===== src/rtl/gf2_elim_pkg.sv =====
// Shared types and widths for the GF(2) Gauss-Jordan elimination controller.
package gf2_elim_pkg;

  localparam int AW = 8;  // RAM row address width
  localparam int RW = 9;  // rank width, counts up to 256

  typedef enum logic [2:0] {
    IDLE,
    SRCH,
    SWAP0,
    SWAP1,
    ELIM,
    CHECK,
    DONE
  } state_t;

endpackage


===== src/rtl/gf2_elim_ctrl_if.sv =====
// Matrix RAM port bundle: one write port and one read port with 1-cycle read latency.
// The master drives the request side; the slave returns read data.
interface gf2_elim_ctrl_if #(
  parameter int N = 128
);
  import gf2_elim_pkg::*;

  logic          wr_en;
  logic [AW-1:0] w_addr;
  logic [N:0]    w_data;
  logic [AW-1:0] r_addr;
  logic [N:0]    r_data;

  modport master (output wr_en, w_addr, w_data, r_addr, input r_data);
  modport slave  (input wr_en, w_addr, w_data, r_addr, output r_data);

endinterface


===== src/rtl/gf2_row_update.sv =====
// Elimination step for one returned row: XOR with the pivot row, and decide
// whether the result must be written back (bit col set and not the pivot row).
module gf2_row_update
  import gf2_elim_pkg::*;
#(
  parameter int N  = 128,
  parameter int CW = 8
) (
  input  logic [N:0]    row,
  input  logic [N:0]    piv,
  input  logic [CW-1:0] col,
  input  logic [AW-1:0] row_idx,
  input  logic [AW-1:0] prow_idx,
  input  logic          vld,
  output logic          we,
  output logic [N:0]    new_row
);

  genvar gi;
  generate
    for (gi = 0; gi <= N; gi++) begin : g_xor
      assign new_row[gi] = row[gi] ^ piv[gi];
    end
  endgenerate

  assign we = vld && row[col] && (row_idx != prow_idx);

endmodule


===== src/rtl/gf2_elim_ctrl.sv =====
// In-place Gauss-Jordan elimination over GF(2) on an M x (N+1) augmented
// matrix held in an external RAM. Host accesses are forwarded while idle.
// Optional macro GF2_ELIM_CONSIST_EN: adds the CHECK scan that computes
// 'consistent'; without it 'consistent' is tied high.
module gf2_elim_ctrl
  import gf2_elim_pkg::*;
#(
  parameter int M = 256,
  parameter int N = 128
) (
  input  logic            clk,
  input  logic            rst_n,
  input  logic            start,
  output logic            busy,
  output logic            done,
  output logic [RW-1:0]   rank,
  output logic            consistent,
  gf2_elim_ctrl_if.slave  host,
  gf2_elim_ctrl_if.master ram
);

  localparam int            CW       = $clog2(N + 1);
  localparam logic [AW-1:0] LAST_ROW = AW'(M - 1);
  localparam logic [CW-1:0] LAST_COL = CW'(N - 1);
  localparam logic [RW-1:0] M_RW     = RW'(M);

  state_t        state_reg;
  logic          busy_reg;
  logic          done_reg;
  logic [CW-1:0] col_reg;
  logic [RW-1:0] prow_reg;   // next pivot row; always equal to the rank so far
  logic [AW-1:0] p_reg;      // row index of the pivot found by SRCH
  logic [N:0]    top_reg;    // original contents of row prow
  logic [N:0]    piv_reg;    // pivot row data
  logic [AW-1:0] addr_reg;   // read address being issued
  logic          issue_reg;  // a scan read is issued this cycle
  logic          vld_reg;    // ram.r_data belongs to row rrow_reg this cycle
  logic [AW-1:0] rrow_reg;
`ifdef GF2_ELIM_CONSIST_EN
  logic          cons_reg;
`endif

  logic [N:0]    rd_data;
  logic [RW-1:0] prow_inc;
  logic          upd_we;
  logic [N:0]    upd_row;

  assign rd_data  = ram.r_data;
  assign prow_inc = prow_reg + 1'b1;

  assign busy = busy_reg;
  assign done = done_reg;
  assign rank = prow_reg;
`ifdef GF2_ELIM_CONSIST_EN
  assign consistent = cons_reg;
`else
  assign consistent = 1'b1;
`endif

  gf2_row_update #(
    .N (N),
    .CW(CW)
  ) u_row_update (
    .row     (rd_data),
    .piv     (piv_reg),
    .col     (col_reg),
    .row_idx (rrow_reg),
    .prow_idx(prow_reg[AW-1:0]),
    .vld     (vld_reg),
    .we      (upd_we),
    .new_row (upd_row)
  );

  // RAM port mux: host passes through while not busy, controller drives otherwise
  always_comb begin
    host.r_data = ram.r_data;
    ram.wr_en   = 1'b0;
    ram.w_addr  = rrow_reg;
    ram.w_data  = upd_row;
    ram.r_addr  = addr_reg;
    if (!busy_reg) begin
      ram.wr_en  = host.wr_en;
      ram.w_addr = host.w_addr;
      ram.w_data = host.w_data;
      ram.r_addr = host.r_addr;
    end else begin
      case (state_reg)
        SWAP0: begin
          ram.wr_en  = 1'b1;
          ram.w_addr = prow_reg[AW-1:0];
          ram.w_data = piv_reg;
        end
        SWAP1: begin
          ram.wr_en  = 1'b1;
          ram.w_addr = p_reg;
          ram.w_data = top_reg;
        end
        ELIM: begin
          ram.wr_en  = upd_we;
          ram.w_addr = rrow_reg;
          ram.w_data = upd_row;
        end
        default: ram.wr_en = 1'b0;
      endcase
    end
  end

  // Sequencer: read-scan pipeline plus pivot search, swap, elimination and check
  always_ff @(posedge clk or negedge rst_n) begin
    if (!rst_n) begin
      state_reg <= IDLE;
      busy_reg  <= 1'b0;
      done_reg  <= 1'b0;
      col_reg   <= '0;
      prow_reg  <= '0;
      p_reg     <= '0;
      top_reg   <= '0;
      piv_reg   <= '0;
      addr_reg  <= '0;
      issue_reg <= 1'b0;
      vld_reg   <= 1'b0;
      rrow_reg  <= '0;
`ifdef GF2_ELIM_CONSIST_EN
      cons_reg  <= 1'b1;
`endif
    end else begin
      // Default scan pipeline: data returns one cycle after its address
      vld_reg  <= issue_reg;
      rrow_reg <= addr_reg;
      if (issue_reg) begin
        if (addr_reg == LAST_ROW) issue_reg <= 1'b0;
        else                      addr_reg  <= addr_reg + 1'b1;
      end

      case (state_reg)
        IDLE, DONE: begin
          done_reg  <= 1'b0;
          state_reg <= IDLE;
          if (start) begin
            state_reg <= SRCH;
            busy_reg  <= 1'b1;
            col_reg   <= '0;
            prow_reg  <= '0;
            addr_reg  <= '0;
            issue_reg <= 1'b1;
            vld_reg   <= 1'b0;
`ifdef GF2_ELIM_CONSIST_EN
            cons_reg  <= 1'b1;
`endif
          end
        end

        SRCH: begin
          if (vld_reg) begin
            if ({1'b0, rrow_reg} == prow_reg) top_reg <= rd_data;
            if (rd_data[col_reg]) begin
              // Pivot found: drop the reads still in flight
              piv_reg   <= rd_data;
              p_reg     <= rrow_reg;
              issue_reg <= 1'b0;
              vld_reg   <= 1'b0;
              if ({1'b0, rrow_reg} != prow_reg) begin
                state_reg <= SWAP0;
              end else begin
                state_reg <= ELIM;
                addr_reg  <= '0;
                issue_reg <= 1'b1;
              end
            end else if (rrow_reg == LAST_ROW) begin
              if (col_reg == LAST_COL) begin
`ifdef GF2_ELIM_CONSIST_EN
                state_reg <= CHECK;
                addr_reg  <= prow_reg[AW-1:0];
                issue_reg <= 1'b1;
                vld_reg   <= 1'b0;
`else
                state_reg <= DONE;
                busy_reg  <= 1'b0;
                done_reg  <= 1'b1;
`endif
              end else begin
                col_reg   <= col_reg + 1'b1;
                addr_reg  <= prow_reg[AW-1:0];
                issue_reg <= 1'b1;
                vld_reg   <= 1'b0;
              end
            end
          end
        end

        SWAP0: state_reg <= SWAP1;

        SWAP1: begin
          state_reg <= ELIM;
          addr_reg  <= '0;
          issue_reg <= 1'b1;
          vld_reg   <= 1'b0;
        end

        ELIM: begin
          if (vld_reg && rrow_reg == LAST_ROW) begin
            prow_reg <= prow_inc;
            col_reg  <= col_reg + 1'b1;
            if (col_reg == LAST_COL || prow_inc == M_RW) begin
`ifdef GF2_ELIM_CONSIST_EN
              if (prow_inc == M_RW) begin
                state_reg <= DONE;
                busy_reg  <= 1'b0;
                done_reg  <= 1'b1;
              end else begin
                state_reg <= CHECK;
                addr_reg  <= prow_inc[AW-1:0];
                issue_reg <= 1'b1;
                vld_reg   <= 1'b0;
              end
`else
              state_reg <= DONE;
              busy_reg  <= 1'b0;
              done_reg  <= 1'b1;
`endif
            end else begin
              state_reg <= SRCH;
              addr_reg  <= prow_inc[AW-1:0];
              issue_reg <= 1'b1;
              vld_reg   <= 1'b0;
            end
          end
        end

`ifdef GF2_ELIM_CONSIST_EN
        CHECK: begin
          if (vld_reg) begin
            if (rd_data[N]) cons_reg <= 1'b0;
            if (rrow_reg == LAST_ROW) begin
              state_reg <= DONE;
              busy_reg  <= 1'b0;
              done_reg  <= 1'b1;
            end
          end
        end
`endif

        default: begin
          state_reg <= IDLE;
          busy_reg  <= 1'b0;
        end
      endcase
    end
  end

endmodule


===== src/flat_wrapper.sv =====
// flat-port wrapper written by rule: the top's interface ports become plain ports
module gf2_elim_ctrl_flat import gf2_elim_pkg::*;
#(
  parameter int M = 256,
  parameter int N = 128
)
  (clk, rst_n, start, busy, done, rank, consistent, host_wr_en, host_w_addr, host_w_data, host_r_addr, host_r_data, ram_wr_en, ram_w_addr, ram_w_data, ram_r_addr, ram_r_data);
  gf2_elim_ctrl_if #(.N(N)) host_i ();
  gf2_elim_ctrl_if #(.N(N)) ram_i ();
  input  logic clk;
  input  logic rst_n;
  input  logic start;
  output logic busy;
  output logic done;
  output logic [RW-1:0] rank;
  output logic consistent;
  input wire logic [$bits(host_i.wr_en)-1:0] host_wr_en;
  input wire logic [$bits(host_i.w_addr)-1:0] host_w_addr;
  input wire logic [$bits(host_i.w_data)-1:0] host_w_data;
  input wire logic [$bits(host_i.r_addr)-1:0] host_r_addr;
  output wire logic [$bits(host_i.r_data)-1:0] host_r_data;
  output wire logic [$bits(ram_i.wr_en)-1:0] ram_wr_en;
  output wire logic [$bits(ram_i.w_addr)-1:0] ram_w_addr;
  output wire logic [$bits(ram_i.w_data)-1:0] ram_w_data;
  output wire logic [$bits(ram_i.r_addr)-1:0] ram_r_addr;
  input wire logic [$bits(ram_i.r_data)-1:0] ram_r_data;
  assign host_i.wr_en = host_wr_en;
  assign host_i.w_addr = host_w_addr;
  assign host_i.w_data = host_w_data;
  assign host_i.r_addr = host_r_addr;
  assign host_r_data = host_i.r_data;
  assign ram_wr_en = ram_i.wr_en;
  assign ram_w_addr = ram_i.w_addr;
  assign ram_w_data = ram_i.w_data;
  assign ram_r_addr = ram_i.r_addr;
  assign ram_i.r_data = ram_r_data;
  gf2_elim_ctrl #(.M(M), .N(N)) u_core (.clk(clk), .rst_n(rst_n), .start(start), .busy(busy), .done(done), .rank(rank), .consistent(consistent), .host(host_i), .ram(ram_i));
endmodule

===== config.mk =====
export PLATFORM = sky130hd
export DESIGN_NAME = gf2_elim_ctrl_flat
export DESIGN_NICKNAME = d
export VERILOG_FILES = /design/src/rtl/gf2_elim_pkg.sv /design/src/rtl/gf2_elim_ctrl_if.sv /design/src/rtl/gf2_row_update.sv /design/src/rtl/gf2_elim_ctrl.sv /design/src/flat_wrapper.sv
export SDC_FILE = /design/constraint.sdc
export NUM_CORES = 1
export LEC_CHECK = 0
export ABC_AREA = 1
export BUFFER_PORTS_ARGS = -buffer_cell sky130_fd_sc_hd__clkbuf_2
export CAP_MARGIN = 20
export CORE_MARGIN = 2
export CORE_UTILIZATION = 41
export CTS_BUF_LIST = sky130_fd_sc_hd__clkbuf_4 sky130_fd_sc_hd__clkbuf_8
export DETAILED_ROUTE_END_ITERATION = 6
export MAX_ROUTING_LAYER = met4
export PLACE_DENSITY_LB_ADDON = 0.25
export SYNTH_ARGS = -nofsm -noshare
export SYNTH_HDL_FRONTEND = slang
export SYNTH_SLANG_ARGS = --single-unit

===== constraint.sdc =====
create_clock -name clk -period 5.3 [get_ports clk]
set_clock_uncertainty 0.2 [all_clocks]
set_input_delay 1.59 -clock clk [delete_from_list [all_inputs] [get_ports clk]]
set_output_delay 1.59 -clock clk [all_outputs]
set_load 0.03 [all_outputs]

==> results of run 1 <==
-- final timing paths --
kind | startpoint | to | cells after the start
worst min-delay path | u_core.addr_reg[3] | u_core.rrow_reg[3] | 0
max in group asynchronous | rst_n | u_core.top_reg[43] | 2
worst max register to register | u_core.col_reg[3] | u_core.piv_reg[77] | 17
worst min register to register | u_core.addr_reg[3] | u_core.rrow_reg[3] | 0
worst max-delay path | ram_r_data[127] | ram_wr_en | 14
min in group asynchronous | rst_n | u_core.piv_reg[27] | 1
-- placed cells by master (no fill, tap or decap), types with 2 or more instances in the layout --
cell | synthesis | final
nand2_1 | 686 | 686
clkbuf_2 | 0 | 561
inv_1 | 331 | 329
dfrtp_1 | 306 | 303
o21ai_0 | 246 | 246
nand3_1 | 217 | 212
nor2_1 | 186 | 183
o211ai_1 | 142 | 142
a41oi_1 | 129 | 129
o21ai_1 | 86 | 85
clkbuf_8 | 0 | 70
buf_4 | 136 | 67
a21oi_1 | 50 | 49
clkbuf_4 | 0 | 22
xor2_1 | 16 | 16
nand4_1 | 12 | 12
buf_12 | 0 | 10
nor3_1 | 9 | 8
o22ai_1 | 6 | 6
inv_2 | 5 | 4
nor2_2 | 3 | 4
nand3_2 | 0 | 4
xnor2_1 | 4 | 4
ha_1 | 4 | 4
inv_4 | 0 | 3
nor4_1 | 3 | 3
clkinv_1 | 3 | 3
or2_2 | 2 | 2
nor2_4 | 0 | 2
o31ai_1 | 2 | 2
bufinv_16 | 0 | 2
clkinv_2 | 0 | 2
dfrtp_4 | 0 | 2
-- kinds of logic (layout without fill, tap and decap cells) --
family,Yosys count,count (layout)
AOI/OAI and AO/OA,666,666
DFF,306,306
buffers and inverters,648,1077
other,1,2
and+or+nand+nor,1120,1120
xor gates and xnor gates,20,20
adders and majority gates,4,4
-- repair_timing --
action,4_1_cts,5_1_grt
setup endpoints to repair,1,1
pin swaps,0,0
gates resized for setup,2,7
hold buffers,0,0
buffers inserted,0,0
-- metal layers --
layer | up-vias | GRT usage [%] | share of wire [%]
li1 | 9889 | - | -
met1 | 10130 | 38.81 | 42
met2 | 950 | 48.13 | 47
met3 | 172 | 4.333 | 7.0
met4 | 0 | 11.67 | 3.5
met5 | - | - | 0
-- cell type report --
cell class	count	area [um^2]	area share, %
sequential	306	7666	32.60
antenna	1	2.502	0.01064
inverter	339	1280	5.442
clock inverter	5	77.57	0.3298
tap	615	769.5	3.272
clock buffer	92	1129	4.799
multi-input combinational	1811	9036	38.42
timing repair buffer	641	3558	15.13
-- power by group --
part	internal (W)	switching, W
Combinational	0.000241	0.000529
Clock	0.00142	0.00104
Sequential	0.00234	0
Total	0.00400	0.00157
-- per-stage QoR --
step | instance area, um^2 | util [%] | total power, W | std cells | hold slack [ns]
detailed placement | 22250 | 46.80 | 0.003149 | 3711 | 0.2041
CTS | 23460 | 49.35 | 0.005634 | 3808 | 0.2163
floorplan | 19690 | - | 0.002833 | 2765 | 0.1746
global placement | 22250 | 46.80 | 0.003146 | 3711 | 0.1948
global route | 23520 | 49.47 | 0.005783 | 3810 | 0.2299
finish | 23520 | 49.47 | 0.005576 | 3810 | 0.2195
-- critical path, cell delays in order --
cell and delay (ns):
clkbuf_2 0.12, inv_1 0.10, nand2_1 0.06, o211ai_1 0.20, nand2_1 0.13, a21oi_1 0.14
nand2_1 0.09, nand3_1 0.11, nand3_2 0.12, nand3_2 0.11, nand2_2 0.06, a21oi_2 0.17
o21ai_0 0.10, buf_2 0.21
==> summary.md, run 1 <==
| Metric | Value |
|---|---|
| RSZ-0062 raised after global routing | no |
| DP Worst Slack | between 0.005 and 0.006 ns |
| FF-to-FF setup slack | between 1.5 and 2 ns |
| Detail-routed net length per standard cell | a little under 20 um |
| Fillcell total | 4753 |
| PD cells | between 200 and 250 nW/um^2 |
| Kind of critical path | in2out |
| WP data required | around 3.5 ns |
| Adder-cell share of the synthesized area | 0.2542% |
| Worst-path clk slew | about 0.06 ns |
| HP Class | reg2reg |
| Simple logic cell fraction of the synthesized area | a little under a quarter |
| Count leader, synth | nand2_1 |
| Starting density of the core | about 41% |
| ANT nets after route | 0 |
| Maximum vdd ir drop | 145.3 uV |
| Num CTS Buffers | 57 |
| Vias per std cell | about 5.5 |
| Fin. max-slew vios | 0 |
| CTS tree | built |
| Final period util | a little over nine tenths |
| Antenna violations before repair | 1 |
| Setup TNS Final | 0 ns |
| Worst Path Arrival | between 3 and 4 ns |
| Crit path time final | between 5 and 6 ns |
| F_max | roughly 200 MHz |
| Mapped cell area | 19690 um^2 |
| DIE WIDTH | roughly 220 um |
| Critical Path End Type | output pin |
| Via count | 21140 |
| Cells after Synth | about 2800 |
| Die area | ~50000 um^2 |
| Worst slew pin tran | roughly 1.1 ns |
| Clock Tree Buf Depth | 3 |
| Largest net degree at the start of global routing | 134 |
| Final worst setup slack | roughly 0.18 ns |
| Grt total ovfl | 0 |
| Synth Area in Compound Gates | between 20% and 30% |
| Sequential area share after synthesis | 38.89% |
| Main combinational cell family by area after synthesis | simple AND/OR/NAND/NOR gates |
| Mean post-synth cell area | 7.120 um^2 |
| Chip height | about 220 um |
| Status | finished clean |
| Yosys reg bits | 306 |
| Top cell type's share of synthesized area | approximately 39% |
| Primary FF master, synth | dfrtp_1 |
| Routability cong. | 0.9072 |
| Total GRT Usage | a little under a third |
| Syn nets | 3047 |
| Post-synthesis async set-or-reset flop share | between 90% and 100% |
| Slew HR | between 20% and 30% |
| Num rows | 80 |
| Critical path fanouts, max | 4 |
| DR pass1 iterations | 6 |
| CTS Sinks | 306 |
| Number of synthesized flops with an enable pin | 0 |
| LEAKAGE | between 10 and 15 nW |
| Layout cells sized above 1 | a little under a quarter |
| Core area | roughly 48000 um^2 |
| Area grow syn2layout | 19.46% |
| Fin nets | about 3400 |
| I/O pin total | about 570 |
| Root Buffer | clkbuf_8 |
| Hold Fails Final Rpt | 0 |
| Remaining DRCs | 0 |
| Detailed placer's ending HPWL | 50390 um |
| Vias in the first global route | slightly above 20000 |
| Worst-skew pair later-pin latency | around 0.65 ns |
| Area leader, netlist | dfrtp_1 |
| Synth cell count leaders | nand2_1, inv_1, dfrtp_1 |
| Synth top area cells | dfrtp_1, nand2_1, inv_1 |
| H-Tree Depth | 2 |
| Routed Wire Length | ~74000 um |
| Final setup viols | 0 |
| YS warnings | 0 |
| Max Cap Viol | 0 |
| DRT iter0 DRCs | just under 2000 |
| Critical Path Start Type | primary input |
| Mux share of post-synthesis cell area | 0% |
| XOR/XNOR Fraction of Synth Area | less than 1% |
| First-pass GRT wire length | 115100 um |
| PortBufs | 563 |
| Post-synthesis cell type count | 36 |
No activity file was read; power rests on OpenSTA's default activity.
==> inputs of run 2 (changes only) <==
==> constraint.sdc (replaced) <==
create_clock -name clk -period 5.3 [get_ports clk]
set_clock_uncertainty 0.2 [all_clocks]
set_input_delay 0.265 -clock clk [delete_from_list [all_inputs] [get_ports clk]]
set_output_delay 0.265 -clock clk [all_outputs]
set_load 0.03 [all_outputs]
==> summary.md, run 2 (synthesized netlist as in run 1, its figures left out) <==
| Metric | Value |
|---|---|
| DP Area | 21790 um^2 (-2.1%) |
| Detail-routed net length per standard cell | 19.06 um (-2.4%) |
| FF-to-FF setup slack | 1.15 ns (-0.43 ns) |
| Critical path fanouts, max | 33 (+29) |
| Worst slew pin tran | 1.146 ns (+0.05423 ns) |
| Critical Path End Type | output pin |
| Kind of critical path | reg2out |
| Starting density of the core | 41.41% (unchanged) |
| Final setup viols | 0 (unchanged) |
| Detailed placer's ending HPWL | 48280 um (-4.2%) |
| WP data required | 4.84 ns (+1.33 ns) |
| RR Endpoint | u_core.piv_reg[63] |
| Clock Tree Buf Depth | 3 (unchanged) |
| Worst Path Arrival | 4.20 ns (+0.87 ns) |
| Vias per std cell | 5.469 (-1.4%) |
| Final Util | 51.11% (+1.6 points) |
| H-Tree Depth | 2 (unchanged) |
| Critical Path Start Type | flop |
| Core area | 47550 um^2 (unchanged) |
| Worst-skew pair later-pin latency | 0.66 ns (about the same) |
| Worst Setup SP | u_core.col_reg[0] |
| Final hold slack | -0.01306 ns (-0.2326 ns) |
| RSZ-0062 raised after global routing | no |
| Grt total ovfl | 0 (unchanged) |
| Crit path top cell by count | nand2_1 |
| M3 GR Usage | 3.740% (-0.59 points) |
| Fin nets | 3510 (+2.1%) |
| Vias in the first global route | 20600 (+0.89%) |
| First-pass GRT wire length | 114800 um (-0.30%) |
| Remaining DRCs | 0 (unchanged) |
| Die area | 49790 um^2 (unchanged) |
| Slowest stage cell on the critical path | inv_2 |
| Worst Reg2Reg Path Length in Cells | 14 (-3) |
| Commonest cells after routing, fill and taps aside | nand2_1, clkbuf_2, inv_1 |
| Antenna cell count | 0 (-1) |
| I/O pin total | 565 (unchanged) |
| Max incr delay on CP | 0.49 ns (+0.28 ns) |
| Via count | 21250 (+0.53%) |
| M1 GR Usage | 37.95% (-0.86 points) |
| Layout cells sized above 1 | 21.53% (-2.5 points) |
| Crit path capture | ram_wr_en |
| Maximum vdd ir drop | 146.2 uV (+0.68%) |
| DR pass1 iterations | 6 (unchanged) |
| Total GRT Usage | 29.77% (-0.36 points) |
| Commonest non-fill, non-tap cell in the layout | nand2_1 |
| Worst reg2reg path startpoint | u_core.col_reg[0] |
| F_max | 214.3 MHz (+9.6%) |
| Root Buffer | clkbuf_8 |
| Met2 Use GR | 48.23% (+0.10 points) |
| Setup Fix Bufs, Post-CTS | 0 (unchanged) |
| ANT nets after route | 0 (unchanged) |
| CTS Sinks | 306 (unchanged) |
| CP top delay family | simple AND/OR/NAND/NOR gates |
| Placed Instances | 3656 (-1.5%) |
| Final period util | 88.03% (-8.5 points) |
| Max Cap Viol | 0 (unchanged) |
| Antenna violations before repair | 0 (-1) |
| Slew HR | 23.58% (-3.6 points) |
| WP buf/inv | 3 (unchanged) |
| DRT iter0 DRCs | 1868 (-5.3%) |
| Fin. max-slew vios | 0 (unchanged) |
| LEAKAGE | 12.28 nW (+2.0%) |
| CTS tree | built |
| Multi-input gate area | 9006 um^2 (-0.33%) |
| Fillcell total | 4663 (-1.9%) |
| PortBufs | 563 (unchanged) |
| PD cells | 230.8 nW/um^2 (-2.6%) |
| Setup TNS Final | 0 ns (unchanged) |
| Crit-path cells | inv_2 > buf_4 > nand2_1 > nand3_1 > nand2_1 > nand2_1 > nand2_1 > nor2_1 > nor2_1 > nor2_1 > nand3_1 > nand3_1 > nand2_2 > a21oi_1 > o21ai_0 > clkbuf_2 |
| Num rows | 80 (unchanged) |
| HP Class | in2async |
| Most used routing layer | met2 |
| Failing checks | hold timing |
| Area grow syn2layout | 23.43% |
| DIE WIDTH | 223.1 um (unchanged) |
| Status | finished with violations |
| Cell depth of the worst setup path | 16 (+2) |
| Chip height | 223.1 um (unchanged) |
| Crit path time final | 4.666 ns (-0.4496 ns) |
| Routability cong. | 0.9153 (+0.89%) |
| Worst-path clk slew | 0.06 ns (about the same) |
| Fin area | 24300 um^2 (+3.3%) |
| Largest net degree at the start of global routing | 221 (+65%) |
| Register area | 7666 um^2 (unchanged) |
| Hold Fails Final Rpt | 3 (+3) |
| Cell Count, Final, Fillers Out | 3885 (+2.0%) |
| Routed Wire Length | 74050 um (-0.46%) |
| Num CTS Buffers | 54 (-5.3%) |
-- run 2: worst min-delay path by stage --
stage,end,slack [ns],depth (start not counted)
5_1_grt,u_core.top_reg[26],0.05,2
2_1_floorplan,u_core.addr_reg[0],-0.23,0
3_3_place_gp,u_core.top_reg[26],0.13,1
6_report,u_core.top_reg[26],-0.01,2
4_1_cts,u_core.top_reg[26],0.005,2
3_5_place_dp,u_core.top_reg[26],0.13,1
-- run 2: area by class of cell --
cell class                 count  share of cell area [%]
multi-input combinational   1811                   37.06
sequential                   306                   31.55
timing repair buffer         716                   18.02
inverter                     339                   5.257
clock buffer                  88                   4.598
tap                          615                   3.167
clock inverter                10                  0.3450
-- run 2: metal layers --
layer	up-vias	wire length (um)
li1	10030	-
met1	10170	31490
met2	890	35430
met3	165	4449
met4	0	2684
met5	-	0
-- run 2: report_power, final --
part	total (W)	leakage [nW]	switching (W)	internal (W)
logic	0.000833	8.85	0.000548	0.000285
clock network	0.00244	0.636	0.00106	0.00138
registers	0.00234	2.79	0	0.00234
-- run 2: stage by stage --
stage                     power (W)  hold slack, ns  setup WS (ns)
after floorplan            0.002833         -0.2306          2.367
after global placement     0.003132          0.1306          1.233
after detailed placement   0.003134          0.1268          1.155
after CTS                  0.005663        0.004692         0.5704
after global routing       0.005815         0.04961         0.3694
final                      0.005609        -0.01306         0.6343
-- run 2: repair_timing --
item | 4_1_cts | 5_1_grt
hold buffers | 131 | 0
endpoints found under the hold margin | 344 | 0
resized for setup | 0 | 0
setup endpoints to repair | 0 | 0
==> inputs of run 3 (changes only) <==
--- a/config.mk
+++ b/config.mk
@@ -12,8 +12,10 @@
 export CORE_UTILIZATION = 41
 export CTS_BUF_LIST = sky130_fd_sc_hd__clkbuf_4 sky130_fd_sc_hd__clkbuf_8
 export DETAILED_ROUTE_END_ITERATION = 6
+export HOLD_SLACK_MARGIN = 0.15
 export MAX_ROUTING_LAYER = met4
 export PLACE_DENSITY_LB_ADDON = 0.25
+export RECOVER_POWER = 25
 export SYNTH_ARGS = -nofsm -noshare
 export SYNTH_HDL_FRONTEND = slang
 export SYNTH_SLANG_ARGS = --single-unit
==> summary.md, run 3 (synthesized netlist as in run 1, its figures left out) <==
| Metric | Value |
|---|---|
| Worst slew pin tran | 3.105 ns (+1.958 ns) |
| Grt total ovfl | 0 (unchanged) |
| Vias in the first global route | 20650 (+0.21%) |
| Critical Path Start Type | flop |
| F_max | 215.0 MHz (+0.33%) |
| RR Endpoint | u_core.piv_reg[71] |
| Max Cap Viol | 3 (+3) |
| Critical path fanouts, max | 33 (unchanged) |
| Placed Instances | 3656 (unchanged) |
| Crit path time final | 4.650 ns (-0.01542 ns) |
| Detailed placer's ending HPWL | 48280 um (unchanged) |
| Commonest cells after routing, fill and taps aside | nand2_1, clkbuf_2, inv_1 |
| Hold path start | ram_r_data[35] |
| WP data required | 4.84 ns (about the same) |
| WHS Endpoint | u_core.piv_reg[35] |
| Status | finished with violations |
| Fin. max-slew vios | 251 (+251) |
| Num rows | 80 (unchanged) |
| Cell Count, Final, Fillers Out | 3887 (+0.051%) |
| Worst reg2reg path startpoint | u_core.col_reg[0] |
| Core area | 47550 um^2 (unchanged) |
| CTS tree | built |
| Final worst setup slack | 0.6497 ns (+0.01542 ns) |
| Worst Path Arrival | 4.19 ns (about the same) |
| Final setup viols | 0 (unchanged) |
| Fin nets | 3512 (+0.057%) |
| Fillcell total | 4724 (+1.3%) |
| HP Class | in2reg |
| Chip height | 223.1 um (unchanged) |
| Routability cong. | 0.9153 (unchanged) |
| Via count | 21380 (+0.61%) |
| Root Buffer | clkbuf_8 |
| Post_cts resized | 0 (unchanged) |
| Antenna violations before repair | 0 (unchanged) |
| Detail-routed net length per standard cell | 19.09 um (+0.17%) |
| Vias per std cell | 5.500 (+0.56%) |
| Num CTS Buffers | 54 (unchanged) |
| Maximum vdd ir drop | 145.9 uV (-0.21%) |
| I/O pin total | 565 (unchanged) |
| DR pass1 iterations | 6 (unchanged) |
| Kind of critical path | reg2out |
| CTS Sinks | 306 (unchanged) |
| Critical Path End Type | output pin |
| First-pass GRT wire length | 115000 um (+0.19%) |
| Largest net degree at the start of global routing | 221 (unchanged) |
| Area grow syn2layout | 22.64% |
| Remaining DRCs | 0 (unchanged) |
| ANT nets after route | 0 (unchanged) |
| RSZ-0062 raised after global routing | no |
| Routed Wire Length | 74220 um (+0.23%) |
| LEAKAGE | 11.94 nW (-2.7%) |
| Layout cells sized above 1 | 18.09% (-3.4 points) |
| H-Tree Depth | 2 (unchanged) |
| Final Util | 50.78% (-0.32 points) |
| Total GRT Usage | 29.85% (+0.077 points) |
| Hold Fails Final Rpt | 0 (-3) |
| Failing checks | capacitance limit, slew limit |
| DRT iter0 DRCs | 1888 (+1.1%) |
| Commonest non-fill, non-tap cell in the layout | nand2_1 |
| Post-CTS Hold Buffers | 133 (+1.5%) |
| Starting density of the core | 41.41% (unchanged) |
| Final period util | 87.74% (-0.29 points) |
| Die area | 49790 um^2 (unchanged) |
| Clock Tree Buf Depth | 3 (unchanged) |
| Worst Reg2Reg Path Length in Cells | 15 (+1) |
| DIE WIDTH | 223.1 um (unchanged) |
| Slew HR | -107.0% (-130 points) |
| PD cells | 232.1 nW/um^2 (+0.53%) |
| Hold path depth | 4 |
| Antenna cell count | 0 (unchanged) |
| FF-to-FF setup slack | 1.16 ns (about the same) |
| Worst-skew pair later-pin latency | 0.66 ns (about the same) |
| PortBufs | 563 (unchanged) |
| Worst-path clk slew | 0.07 ns (about the same) |
| Setup TNS Final | 0 ns (unchanged) |
| DP Worst Slack | 1.155 ns (unchanged) |
| Setup Fix Bufs, Post-CTS | 0 (unchanged) |
[run 3: changes by cell type in the layout (fill, tap and decap cells not counted), sizes merged]
cell,delta
dlygate4sd3,+1
clkbuf,+4
buf,-3
[run 3: area by class of cell]
cell class / count / area [um^2] / share of cell area (%)
Clock inverter: 10 / 83.83 / 0.3472
Inverter: 339 / 1277 / 5.291
Timing Repair Buffer: 718 / 4225 / 17.50
Multi-Input combinational cell: 1811 / 9006 / 37.30
Clock buffer: 88 / 1117 / 4.627
Sequential cell: 306 / 7666 / 31.75
Tap cell: 615 / 769.5 / 3.187
[run 3: routing by layer]
layer  vias up  track usage [%]  part of all wire [%]
met2       950            48.46                    48
met3       173            3.740                   6.5
met1     10220            37.98                    42
met5         -                -                     0
met4         0            11.95                   3.7
li1      10030                -                     -
[run 3: worst max-delay path, cell delays in order (launching register included)]
cell and delay [ns]:
dfrtp_4 0.47, inv_2 0.49, buf_4 0.39, nand2_1 0.10, nand3_1 0.08, nand2_1 0.09, nand2_1 0.06, nand2_1 0.05
nor2_1 0.21, nor2_1 0.07, nor2_1 0.09, nand3_1 0.11, nand3_1 0.35, nand2_2 0.30, a21oi_1 0.30, o21ai_0 0.11
clkbuf_2 0.22
[run 3: through the flow]
| stage | instance area [um^2] | hold WS [ns] | total power, W |
|---|---|---|---|
| after global placement | 21790 | 0.1306 | 0.003132 |
| after detailed placement | 21790 | 0.1268 | 0.003134 |
| final | 24150 | 0.2045 | 0.005603 |
| after global routing | 24150 | 0.2175 | 0.005802 |
| after floorplan | 19690 | -0.2306 | 0.002833 |
| after CTS | 24340 | 0.1560 | 0.005667 |
[run 3: where the power goes]
part           total, W  internal [W]  switching (W)
combinational  0.000821      0.000272       0.000548
sequential      0.00234       0.00234              0
clock           0.00245       0.00138        0.00107
[run 3: worst max-delay path by stage]
stage	start	to	slack, ns	depth (start not counted)
5_1_grt	u_core.col_reg[0]	ram_wr_en	0.37	16
3_5_place_dp	u_core.col_reg[0]	u_core.piv_reg[21]	1.16	14
2_1_floorplan	u_core.col_reg[0]	ram_wr_en	2.37	14
3_3_place_gp	u_core.col_reg[0]	u_core.piv_reg[45]	1.23	14
6_report	u_core.col_reg[0]	ram_wr_en	0.65	16
4_1_cts	u_core.col_reg[0]	ram_wr_en	0.57	16
